File: src/rtl/ecu_seq_if.sv
// Memory byte-fetch bus between the ECU sequencer (master) and the byte port (slave).
`timescale 1ns/1ps
interface ecu_seq_if #(
    parameter int DATA_W = 8
);
    logic [DATA_W-1:0] mem_data;
    logic              mem_ready;
    logic              fetch_req;
    logic              pc_inc;
    logic              pc_load;

    modport master (
        input  mem_data, mem_ready,
        output fetch_req, pc_inc, pc_load
    );

    modport slave (
        output mem_data, mem_ready,
        input  fetch_req, pc_inc, pc_load
    );
endinterface

File: src/rtl/ecu_seq.sv
// ECU instruction sequencer: fetches opcode/operands, owns the microcode step counter.
// Optional ECU_SEQ_STEP_GUARD_EN: step overflow sets a sticky fault and halts.
`timescale 1ns/1ps
module ecu_seq #(
    parameter int DATA_W  = 8,
    parameter int STEP_W  = 3,
    parameter int MAX_OPS = 3
) (
    input  logic              clk,
    input  logic              rst,
    ecu_seq_if.master         bus,
    input  logic [1:0]        len,
    input  logic              pc_lrc,
    input  logic              pc_ini,
    input  logic              pc_cub,
    input  logic              stall,
    input  logic              halt_req,
    output logic [DATA_W-1:0] insn,
    output logic [DATA_W-1:0] d1,
    output logic [DATA_W-1:0] d2,
    output logic [DATA_W-1:0] d3,
    output logic [STEP_W-1:0] step,
    output logic              halted,
    output logic              fault
);

    localparam int LEN_W = $clog2(MAX_OPS + 1);
    localparam logic [LEN_W-1:0] MAX_LEN = LEN_W'(MAX_OPS);

    typedef enum logic [2:0] {
        S_FETCH_OP,
        S_DECODE,
        S_FETCH_D,
        S_EXEC,
        S_HALT
    } state_e;

    state_e              r_state;
    state_e              w_next;
    logic                r_fetch_req;
    logic [DATA_W-1:0]   r_insn;
    logic [DATA_W-1:0]   r_d [MAX_OPS];
    logic [LEN_W-1:0]    r_idx;
    logic [LEN_W-1:0]    r_len;
    logic [STEP_W-1:0]   r_step;

    logic                w_accept;
    logic                w_exec;
    logic                w_end_insn;
    logic                w_step_inc;
    logic [LEN_W-1:0]    w_len_clamp;

    assign w_exec      = (r_state == S_EXEC);
    // fetch_req is only ever high in the two fetch states, so accept needs no state qualifier
    assign w_accept    = r_fetch_req & bus.mem_ready;
    assign w_end_insn  = w_exec & (pc_lrc | pc_ini);
    assign w_step_inc  = w_exec & ~pc_lrc & ~pc_ini & (pc_cub | ~stall);
    assign w_len_clamp = (int'(len) > MAX_OPS) ? MAX_LEN : LEN_W'(len);

`ifdef ECU_SEQ_STEP_GUARD_EN
    logic r_fault;
    logic w_step_wrap;
    assign w_step_wrap = w_step_inc & (r_step == '1);
    assign fault       = r_fault;
`else
    assign fault       = 1'b0;
`endif

    // NOTE: every combinational output gets a default first so no path can infer a latch.
    always_comb begin
        w_next = r_state;
        case (r_state)
            S_FETCH_OP: if (w_accept) w_next = S_DECODE;
            S_DECODE:   w_next = (w_len_clamp == '0) ? S_EXEC : S_FETCH_D;
            S_FETCH_D:  if (w_accept && (r_idx == r_len - 1'b1)) w_next = S_EXEC;
            S_EXEC: begin
                if (w_end_insn) begin
                    w_next = halt_req ? S_HALT : S_FETCH_OP;
                end
`ifdef ECU_SEQ_STEP_GUARD_EN
                else if (w_step_wrap) begin
                    w_next = S_HALT;
                end
`endif
            end
            S_HALT: begin
                if (!halt_req) w_next = S_FETCH_OP;
`ifdef ECU_SEQ_STEP_GUARD_EN
                if (r_fault) w_next = S_HALT;
`endif
            end
            default:    w_next = S_FETCH_OP;
        endcase
    end

    // NOTE: state uses non-blocking assignments so every register samples pre-edge values.
    always_ff @(posedge clk or negedge rst) begin
        if (!rst) begin
            r_state     <= S_FETCH_OP;
            r_fetch_req <= 1'b0;
            r_insn      <= '0;
            // NOTE: the operand array is tiny and architecturally visible, so it is reset too.
            r_d         <= '{default: '0};
            r_idx       <= '0;
            r_len       <= '0;
            r_step      <= '0;
`ifdef ECU_SEQ_STEP_GUARD_EN
            r_fault     <= 1'b0;
`endif
        end else begin
            r_state     <= w_next;
            r_fetch_req <= (w_next == S_FETCH_OP) || (w_next == S_FETCH_D);
            case (r_state)
                S_FETCH_OP: begin
                    if (w_accept) begin
                        r_insn <= bus.mem_data;
                        r_d    <= '{default: '0};
                        r_idx  <= '0;
                    end
                end
                S_DECODE: begin
                    r_len <= w_len_clamp;
                    r_idx <= '0;
                end
                S_FETCH_D: begin
                    if (w_accept) begin
                        r_d[r_idx] <= bus.mem_data;
                        r_idx      <= r_idx + 1'b1;
                    end
                end
                S_EXEC: begin
                    if (w_end_insn) begin
                        r_step <= '0;
                    end else if (w_step_inc) begin
                        r_step <= r_step + 1'b1;
                    end
`ifdef ECU_SEQ_STEP_GUARD_EN
                    if (w_step_wrap) r_fault <= 1'b1;
`endif
                end
                default: ;
            endcase
        end
    end

    // pc_lrc wins over pc_ini and pc_cub, so a combined end-of-instruction only loads the PC
    assign bus.fetch_req = r_fetch_req;
    assign bus.pc_inc    = w_accept | (w_exec & pc_cub & ~pc_lrc & ~pc_ini);
    assign bus.pc_load   = w_exec & pc_lrc;

    assign insn   = r_insn;
    assign d1     = r_d[0];
    assign d2     = r_d[1];
    assign d3     = r_d[2];
    assign step   = r_step;
    assign halted = (r_state == S_HALT);

endmodule

File: src/flat_wrapper.sv
// flat-port wrapper written by rule: the top's interface ports become plain ports
module ecu_seq_flat 
#(
    parameter int DATA_W  = 8,
    parameter int STEP_W  = 3,
    parameter int MAX_OPS = 3
)
  (clk, rst, len, pc_lrc, pc_ini, pc_cub, stall, halt_req, insn, d1, d2, d3, step, halted, fault, bus_mem_data, bus_mem_ready, bus_fetch_req, bus_pc_inc, bus_pc_load);
  ecu_seq_if #(.DATA_W(DATA_W)) bus_i ();
  input  logic clk;
  input  logic rst;
  input  logic [1:0] len;
  input  logic pc_lrc;
  input  logic pc_ini;
  input  logic pc_cub;
  input  logic stall;
  input  logic halt_req;
  output logic [DATA_W-1:0] insn;
  output logic [DATA_W-1:0] d1;
  output logic [DATA_W-1:0] d2;
  output logic [DATA_W-1:0] d3;
  output logic [STEP_W-1:0] step;
  output logic halted;
  output logic fault;
  input wire logic [$bits(bus_i.mem_data)-1:0] bus_mem_data;
  input wire logic [$bits(bus_i.mem_ready)-1:0] bus_mem_ready;
  output wire logic [$bits(bus_i.fetch_req)-1:0] bus_fetch_req;
  output wire logic [$bits(bus_i.pc_inc)-1:0] bus_pc_inc;
  output wire logic [$bits(bus_i.pc_load)-1:0] bus_pc_load;
  assign bus_i.mem_data = bus_mem_data;
  assign bus_i.mem_ready = bus_mem_ready;
  assign bus_fetch_req = bus_i.fetch_req;
  assign bus_pc_inc = bus_i.pc_inc;
  assign bus_pc_load = bus_i.pc_load;
  ecu_seq #(.DATA_W(DATA_W), .STEP_W(STEP_W), .MAX_OPS(MAX_OPS)) u_core (.clk(clk), .rst(rst), .bus(bus_i), .len(len), .pc_lrc(pc_lrc), .pc_ini(pc_ini), .pc_cub(pc_cub), .stall(stall), .halt_req(halt_req), .insn(insn), .d1(d1), .d2(d2), .d3(d3), .step(step), .halted(halted), .fault(fault));
endmodule
File: config.mk
export PLATFORM = sky130hd
export DESIGN_NAME = ecu_seq_flat
export DESIGN_NICKNAME = d
export VERILOG_FILES = /design/src/rtl/ecu_seq_if.sv /design/src/rtl/ecu_seq.sv /design/src/flat_wrapper.sv
export SDC_FILE = /design/constraint.sdc
export NUM_CORES = 1
export LEC_CHECK = 0
export BUFFER_PORTS_ARGS = -buffer_cell sky130_fd_sc_hd__buf_2
export CAP_MARGIN = 20
export CORE_MARGIN = 3
export CORE_UTILIZATION = 54
export CTS_CLUSTER_DIAMETER = 120
export DETAILED_ROUTE_END_ITERATION = 16
export GPL_ROUTABILITY_DRIVEN = 1
export PLACE_DENSITY = 0.84
export SYNTH_ARGS = -nofsm -noshare
export SYNTH_HDL_FRONTEND = slang
export SYNTH_SLANG_ARGS = --single-unit
File: constraint.sdc
create_clock -name clk -period 3.95 [get_ports clk]
set_input_delay 0.395 -clock clk [delete_from_list [all_inputs] [get_ports clk]]
set_output_delay 0.395 -clock clk [all_outputs]
set_load 0.005 [all_outputs]
==> impl_metrics.toml, run 1 <==
[synth]
yosys.cell_count.top_type = "dfrtp_1"
synth_nets = 172
avgSynthCellArea_sq_um = 12.3
ys.warnings.count = 0
synth_flop_cell = "dfrtp_1"
yosys-top-cells-count = "dfrtp_1 (43), a22o_1 (24), nand2_1 (11)"
synth_cells = 150
yosysTopAreaCellShare = 0.582
ys_seq_area_frac = 0.582
synth_cell_type_count = 34
synth-edff-count = 0
synthTopCellsByArea = "dfrtp_1 (58%), a22o_1 (11%), mux2_2 (6.1%), ha_1 (2.7%), nand2_1 (2.2%)"
yosys.area.top_type = "dfrtp_1"
syn_area_sq_um = 1850
synth-async-reset-ratio = 1.00
synth_seq_cells = 43

[cts]
h-tree-depth = 2
cts_sinks = 43
path_clk_slew_ns = 0.13
postCtsSetupRepairBufs = 0
clock-root-buffer = "clkbuf_4"
cts_resized = 0
insertion_delay_ns = 0.36
cts_made_buffers = 5
cts_tree = "done"
clock_path_buffers = 2
cts_hold_buf = 0

[place]
portBuffers = 56
place_congestion = 0.806
hpwl_mm = 3.10

[pwr]
vdd_drop_max_mv = 0.386
combinationalPowerShare = 0.375
swShare = 0.341
pwr_density_cell_nw_per_um2 = 746
power.share.clock = 0.161
switching_power_mw = 0.564
p_leak_nw = 1.15
internal-power_mw = 1.09
seq_power_share = 0.464

[layout]
diodes = 0
final_net_count = 229
synthToLayoutAreaGrowth_pct = 20.0
drive_gt1_frac = 0.357

[detailed_routing]
via_per_inst = 5.72
wl_per_cell_microns = 16.9
detail_route.drc_violations = 0
antenna_left = 0
routed_wl_mm = 4.24
first_pass_iters = 4
vias = 1436
dr.first_iter.drc_count = 94

[global_route]
grtUsageTotal = 0.216
grt.overflow.total = 0
grt_pass1_vias = 1465
grt_pass1_wl_mm = 6.88
antenna_found_initial = 0
grt_max_degree = 44

[critical_path]
crit_type = "reg2out"
end_kind = "primary output"
worstPathCellList = "and3b_1 -> nand3_1 -> nand2_1 -> buf_2"
crit_buf_inv = 1
critical_path_required_ns = 3.56
cp.arrival_ns = 1.48
r2r_slack_ns = 2.08
crit_family = "flip-flops"
cp_slowest_cell = "dfrtp_1"
worstPathMaxFanout = 10
crit_path_start_kind = "register"
cp_slowest_stage_delay_ns = 0.53

[timing]
setup_viol = 0
grt_setup_unrepaired = "false"
drv_slew = 0
skew_ns = 0.0176
post-route-period-util = 0.475
hold_slack_ns = 0.161
max_freq_mhz = 533
tns_ns = 0
worstMarginPinSlew_ns = 0.945
period_needed_ns = 1.88
slew_headroom = 0.368
finalHoldViolCount = 0

[floorplanning]
boundaryPins = 58
die_y_microns = 64.5
dieArea_sq_um = 4160
rows = 20
core-area_sq_um = 3150
start_util = 0.586
die_w_microns = 64.5

[outcome]
outcome = "complete, no violations"

[min_path]
hp-class = "in2async"

[job]
maxCapViolations = 0
-- logic make-up after synthesis --
family	after synthesis	share of synthesized area
flip-flops	43	0.582
AND/OR/NAND/NOR	41	0.126
AO/OA/AOI/OAI	39	0.164
multiplexers	11	0.0664
buffers and inverters	10	0.0278
adder cells (fa/ha/maj)	4	0.0271
other	1	0.00203
XOR/XNOR	1	0.00474
-- power groups by stage --
stage          Clock, mW  Combinational [mW]  Sequential, mW
2_1_floorplan          0               0.367           0.754
3_5_place_dp           0               0.626           0.773
4_1_cts            0.269               0.626           0.764
3_3_place_gp           0               0.599           0.761
5_1_grt            0.287               0.681           0.790
6_report           0.267               0.620           0.769
-- registers in the layout (all words and copies together) (netlist names) --
register,flops
u_core.r_len,2
u_core.d1,8
u_core.r_idx,2
u_core.r_state,3
u_core.d3,8
u_core.d2,8
u_core.step,3
u_core.insn,8
u_core.bus.fetch_req,1
-- cell usage in the layout, fill, tap and decap left out, drive strengths merged, types with 2 or more instances in the layout --
| cell type | netlist | routed |
|---|---|---|
| buf | 4 | 56 |
| dfrtp | 43 | 43 |
| a22o | 24 | 24 |
| nand2 | 11 | 11 |
| mux2 | 10 | 10 |
| nor2 | 8 | 8 |
| o21ai | 8 | 8 |
| clkbuf | 2 | 6 |
| nand2b | 5 | 5 |
| inv | 4 | 4 |
| and2 | 4 | 4 |
| nand3 | 4 | 4 |
| ha | 4 | 4 |
| or3 | 2 | 2 |
| nand3b | 2 | 2 |
-- layout make-up --
| class | count | area, sq um |
|---|---|---|
| flip-flops and latches | 43 | 1080 |
| fillers | 238 | 935 |
| well taps | 44 | 55.1 |
| clock inverters | 1 | 30.0 |
| clock buffers | 6 | 41.3 |
| multi-input cells | 97 | 721 |
| repair buffers | 56 | 280 |
| inverters | 4 | 15.0 |
-- final timing paths --
path | from | to | cells after the start
hold reg to reg | u_core.d1[1] | u_core.d1[1] | 1
setup / recovery | u_core.r_state[1] | bus_pc_inc | 4
setup reg to reg | u_core.r_state[0] | u_core.d2[5] | 3
hold / removal | rst | u_core.r_idx[1] | 1
max in group asynchronous | rst | u_core.insn[0] | 1
min in group clk | halt_req | u_core.r_state[2] | 2
-- worst reg2reg max path: cells and delay by family, from the launching register on --
family           cells  cell delay, ns
AND/OR/NAND/NOR      2            1.05
flip-flops           1            0.50
AO/OA/AOI/OAI        1            0.25
-- metal layers --
metal	wire length, microns	global-route usage	vias up
li1	-	-	658
met1	1830	0.266	716
met2	2120	0.361	56
met3	233	0.0624	6
met4	51	0.0792	0
met5	0	0	-
-- metrics by stage --
stage	utilization	setup WS, ns	power [mW]	area [sq um]	std cells
3_5_place_dp	0.681	2.12	1.40	2150	244
2_1_floorplan	-	2.47	1.12	1850	150
5_1_grt	0.704	1.92	1.76	2220	251
4_1_cts	0.704	2.07	1.66	2220	251
6_report	0.704	2.07	1.66	2220	251
3_3_place_gp	0.681	2.19	1.36	2150	244
No activity file was read; power rests on OpenSTA's default activity.
==> run 2, diff against run 1 <==
CORE_UTILIZATION = 50   (was 54)
PLACE_DENSITY = 0.78   (was 0.84)
clock period = 2 ns   (was 3.95 ns; I/O delays follow)
==> impl_metrics.toml, run 2 (synthesis gave the netlist of run 1 again) <==
[outcome]
outcome = "complete, no violations"

[pwr]
pwr_density_cell_nw_per_um2 = 1490
p_leak_nw = 1.18
vdd_drop_max_mv = 0.740
power_mw = 3.38

[detailed_routing]
detail_route.drc_violations = 0
wl_per_cell_microns = 16.6
first_pass_iters = 4
antenna_left = 0
vias = 1427
routed_wl_mm = 4.25
via_per_inst = 5.57
dr.first_iter.drc_count = 78

[min_path]
hp-class = "in2reg"
hold_depth = 2

[critical_path]
critical_path_required_ns = 2.18
crit_path_start_kind = "register"
cp.arrival_ns = 1.92
worstPathCellList = "nand3b_4 -> or3_1 -> a21boi_1 -> and4_1"
worstRegToRegCells = 4
crit_type = "reg2reg"
worstPathMaxFanout = 9
cp_slowest_stage_delay_ns = 0.54
end_kind = "register"
cp_slowest_cell = "or3_1"

[timing]
post-route-period-util = 0.872
drv_slew = 0
grt_setup_unrepaired = "false"
max_freq_mhz = 573
tns_ns = 0
slew_headroom = 0.471
period_needed_ns = 1.74
timing.final.ws_setup_ns = 0.255
finalHoldViolCount = 0
skew_ns = 0.00646
hold_slack_ns = 0.157
setup_viol = 0
worstMarginPinSlew_ns = 0.791

[layout]
final_cell_mix = "buf_2 (56), dfrtp_1 (43), a22o_1 (24), nand2_1 (11), mux2_2 (10)"
diodes = 0
drive_gt1_frac = 0.362
synthToLayoutAreaGrowth_pct = 23.2
final_net_count = 232
layout_commonest_cell = "buf_2"
regArea_sq_um = 1080
final_area_sq_um = 2280
nFillCells = 283
multi_input_area_sq_um = 721

[global_route]
grt_max_degree = 21
antenna_found_initial = 0
grt_pass1_wl_mm = 6.85
grt_pass1_vias = 1436
grt.overflow.total = 0
grtUsageTotal = 0.208

[cts]
clock-root-buffer = "clkbuf_8"
cts_sinks = 43
cts_tree = "done"
cts_made_buffers = 5
h-tree-depth = 2
cts_resized = 0
path_clk_slew_ns = 0.07
clock_path_buffers = 2
insertion_delay_ns = 0.29

[floorplanning]
dieArea_sq_um = 4460
core-area_sq_um = 3440
start_util = 0.537
die_w_microns = 66.8
die_y_microns = 66.8
rows = 21
boundaryPins = 58

[job]
maxCapViolations = 0

[place]
hpwl_mm = 3.19
dp_slack_ns = 0.273
place_congestion = 0.804
place_area_sq_um = 2160
portBuffers = 56
-- run 2: cell count changes in the layout (fill, tap and decap cells not counted) --
cell           delta
clkbuf_4          -5
dlygate4sd3_1     +1
clkbuf_8          +5
buf_4             +2
-- run 2: power breakdown --
| part | switching, mW | leakage, nW | internal, mW | total, mW |
|---|---|---|---|---|
| clock network | 0.268 | 0.0513 | 0.366 | 0.634 |
| logic | 0.579 | 0.570 | 0.658 | 1.24 |
| registers | 0.264 | 0.558 | 1.25 | 1.51 |
-- run 2: repair_timing --
item                                   CTS  global route
buffers inserted                         0             0
hold buffers                             1             0
endpoints found under the hold margin    6             0
-- run 2: final timing paths --
check	startpoint	end	slack (ns)
hold / removal	halt_req	u_core.r_state[2]	0.16
max in group asynchronous	rst	u_core.d2[5]	1.24
min in group asynchronous	rst	u_core.d3[2]	0.27
setup reg to reg	u_core.r_state[2]	u_core.bus.fetch_req	0.26
setup / recovery	u_core.r_state[2]	u_core.bus.fetch_req	0.26
hold reg to reg	u_core.insn[2]	u_core.insn[2]	0.50
-- run 2: metrics by stage --
step                 util  instances
finish              0.662        256
floorplan               -        150
CTS                 0.662        256
global route        0.662        256
global placement    0.629        248
detailed placement  0.629        248
-- run 2: final cells by class --
| cell class | count | area share |
|---|---|---|
| clock inverters | 1 | 0.0132 |
| clock buffers | 6 | 0.0319 |
| well taps | 46 | 0.0253 |
| multi-input cells | 97 | 0.316 |
| flip-flops and latches | 43 | 0.473 |
| repair buffers | 59 | 0.134 |
| inverters | 4 | 0.00659 |
-- run 2: worst max-delay path: cells and delay by family, from the launching register on --
family           cells  cell delay, ns
AO/OA/AOI/OAI        1            0.23
flip-flops           1            0.45
AND/OR/NAND/NOR      3            0.94
-- run 2: per-layer routing --
metal / global-route usage / routed length [microns] / part of all wire
met1: 0.269 / 1850 / 0.44
met2: 0.333 / 2110 / 0.50
met5: 0 / 0 / 0
met4: 0.0609 / 45 / 0.011
met3: 0.0691 / 244 / 0.057
==> run 3, diff against run 2 <==
REMOVE_ABC_BUFFERS = 1   (was unset)
==> impl_metrics.toml, run 3 (synthesis gave the netlist of run 1 again) <==
[floorplanning]
start_util = 0.537
die_y_microns = 66.8
rows = 21
die_w_microns = 66.8
boundaryPins = 58
core-area_sq_um = 3440
dieArea_sq_um = 4460

[pwr]
p_leak_nw = 1.19
pwr_density_cell_nw_per_um2 = 1490
vdd_drop_max_mv = 0.610

[timing]
max_freq_mhz = 582
period_needed_ns = 1.72
post-route-period-util = 0.859
tns_ns = 0
finalHoldViolCount = 0
setup_viol = 0
hold_slack_ns = 0.143
drv_slew = 0
skew_ns = 0.00624
worstMarginPinSlew_ns = 0.752
slew_headroom = 0.497
grt_setup_unrepaired = "false"

[layout]
synthToLayoutAreaGrowth_pct = 23.8
multi_input_area_sq_um = 721
final_cell_mix = "buf_2 (56), dfrtp_1 (43), a22o_1 (24), nand2_1 (11), mux2_2 (10)"
nFillCells = 275
regArea_sq_um = 1080
final_area_sq_um = 2290
diodes = 0
post-route-util = 0.664
drive_gt1_frac = 0.370
final_net_count = 232
layout_commonest_cell = "buf_2"

[critical_path]
crit_type = "reg2reg"
worstPathMaxFanout = 9
cp.arrival_ns = 1.91
crit_path_start_kind = "register"
critical_path_required_ns = 2.19
r2r-start = "u_core.r_state[2]"
end_kind = "register"
crit_start = "u_core.r_state[2]"

[detailed_routing]
detail_route.drc_violations = 0
routed_wl_mm = 4.16
first_pass_iters = 4
vias = 1391
via_per_inst = 5.41
antenna_left = 0
wl_per_cell_microns = 16.2
dr.first_iter.drc_count = 104

[global_route]
grt_pass1_vias = 1455
antenna_found_initial = 0
grt_max_degree = 23
grtUsageTotal = 0.215
grt.overflow.total = 0
grt_pass1_wl_mm = 7.09

[outcome]
outcome = "complete, no violations"

[cts]
cts_hold_buf = 1
cts_resized = 0
clock-root-buffer = "clkbuf_8"
h-tree-depth = 2
cts_tree = "done"
cts_made_buffers = 5
path_clk_slew_ns = 0.08
cts_sinks = 43
insertion_delay_ns = 0.30
clock_path_buffers = 2
postCtsSetupRepairBufs = 0

[place]
place_area_sq_um = 2160
portBuffers = 56
hpwl_mm = 3.14
place_congestion = 0.874

[job]
maxCapViolations = 0

[min_path]
hp-class = "in2reg"
hp-start = "halt_req"
-- run 3: cell count changes in the layout (fill, tap and decap cells not counted) --
| cell | before | now |
|---|---|---|
| clkbuf_1 | 1 | 0 |
| clkinv_4 | 0 | 1 |
| clkinv_2 | 0 | 1 |
-- run 3: area by class of cell --
cell class,instances,area share
flip-flops and latches,43,0.470
multi-input cells,97,0.315
repair buffers,59,0.133
clock buffers,5,0.0301
well taps,46,0.0252
clock inverters,3,0.0191
inverters,4,0.00656
-- run 3: power breakdown --
part	switching (mW)	internal [mW]
registers	0.266	1.25
clock network	0.304	0.372
logic	0.561	0.657
-- run 3: metal layers --
layer / track usage / wire length [microns]
met5: 0 / 0
met1: 0.276 / 1830
met2: 0.343 / 1980
met4: 0.104 / 86
met3: 0.0455 / 260
-- run 3: worst max-delay path, cell delays in order, from the launching register on --
cell	delay, ns
dfrtp_1	0.45
nand3b_4	0.21
or3_1	0.53
a21boi_1	0.23
and4_1	0.20
-- run 3: worst paths after layout --
check | slack [ns] | cells after the start | end
min reg2reg | 0.50 | 1 | u_core.d1[3]
max in group asynchronous | 1.34 | 3 | u_core.r_len[1]
max | 0.28 | 4 | u_core.bus.fetch_req
min in group asynchronous | 0.21 | 2 | u_core.d2[5]
min | 0.14 | 2 | u_core.r_state[2]
max reg2reg | 0.28 | 4 | u_core.bus.fetch_req
-- run 3: stage by stage --
stage	instances	setup slack, ns	power, mW
2_1_floorplan	144	0.479	2.18
3_3_place_gp	248	0.324	2.69
3_5_place_dp	248	0.292	2.75
4_1_cts	257	0.273	3.43
5_1_grt	257	0.194	3.66
6_report	257	0.281	3.41
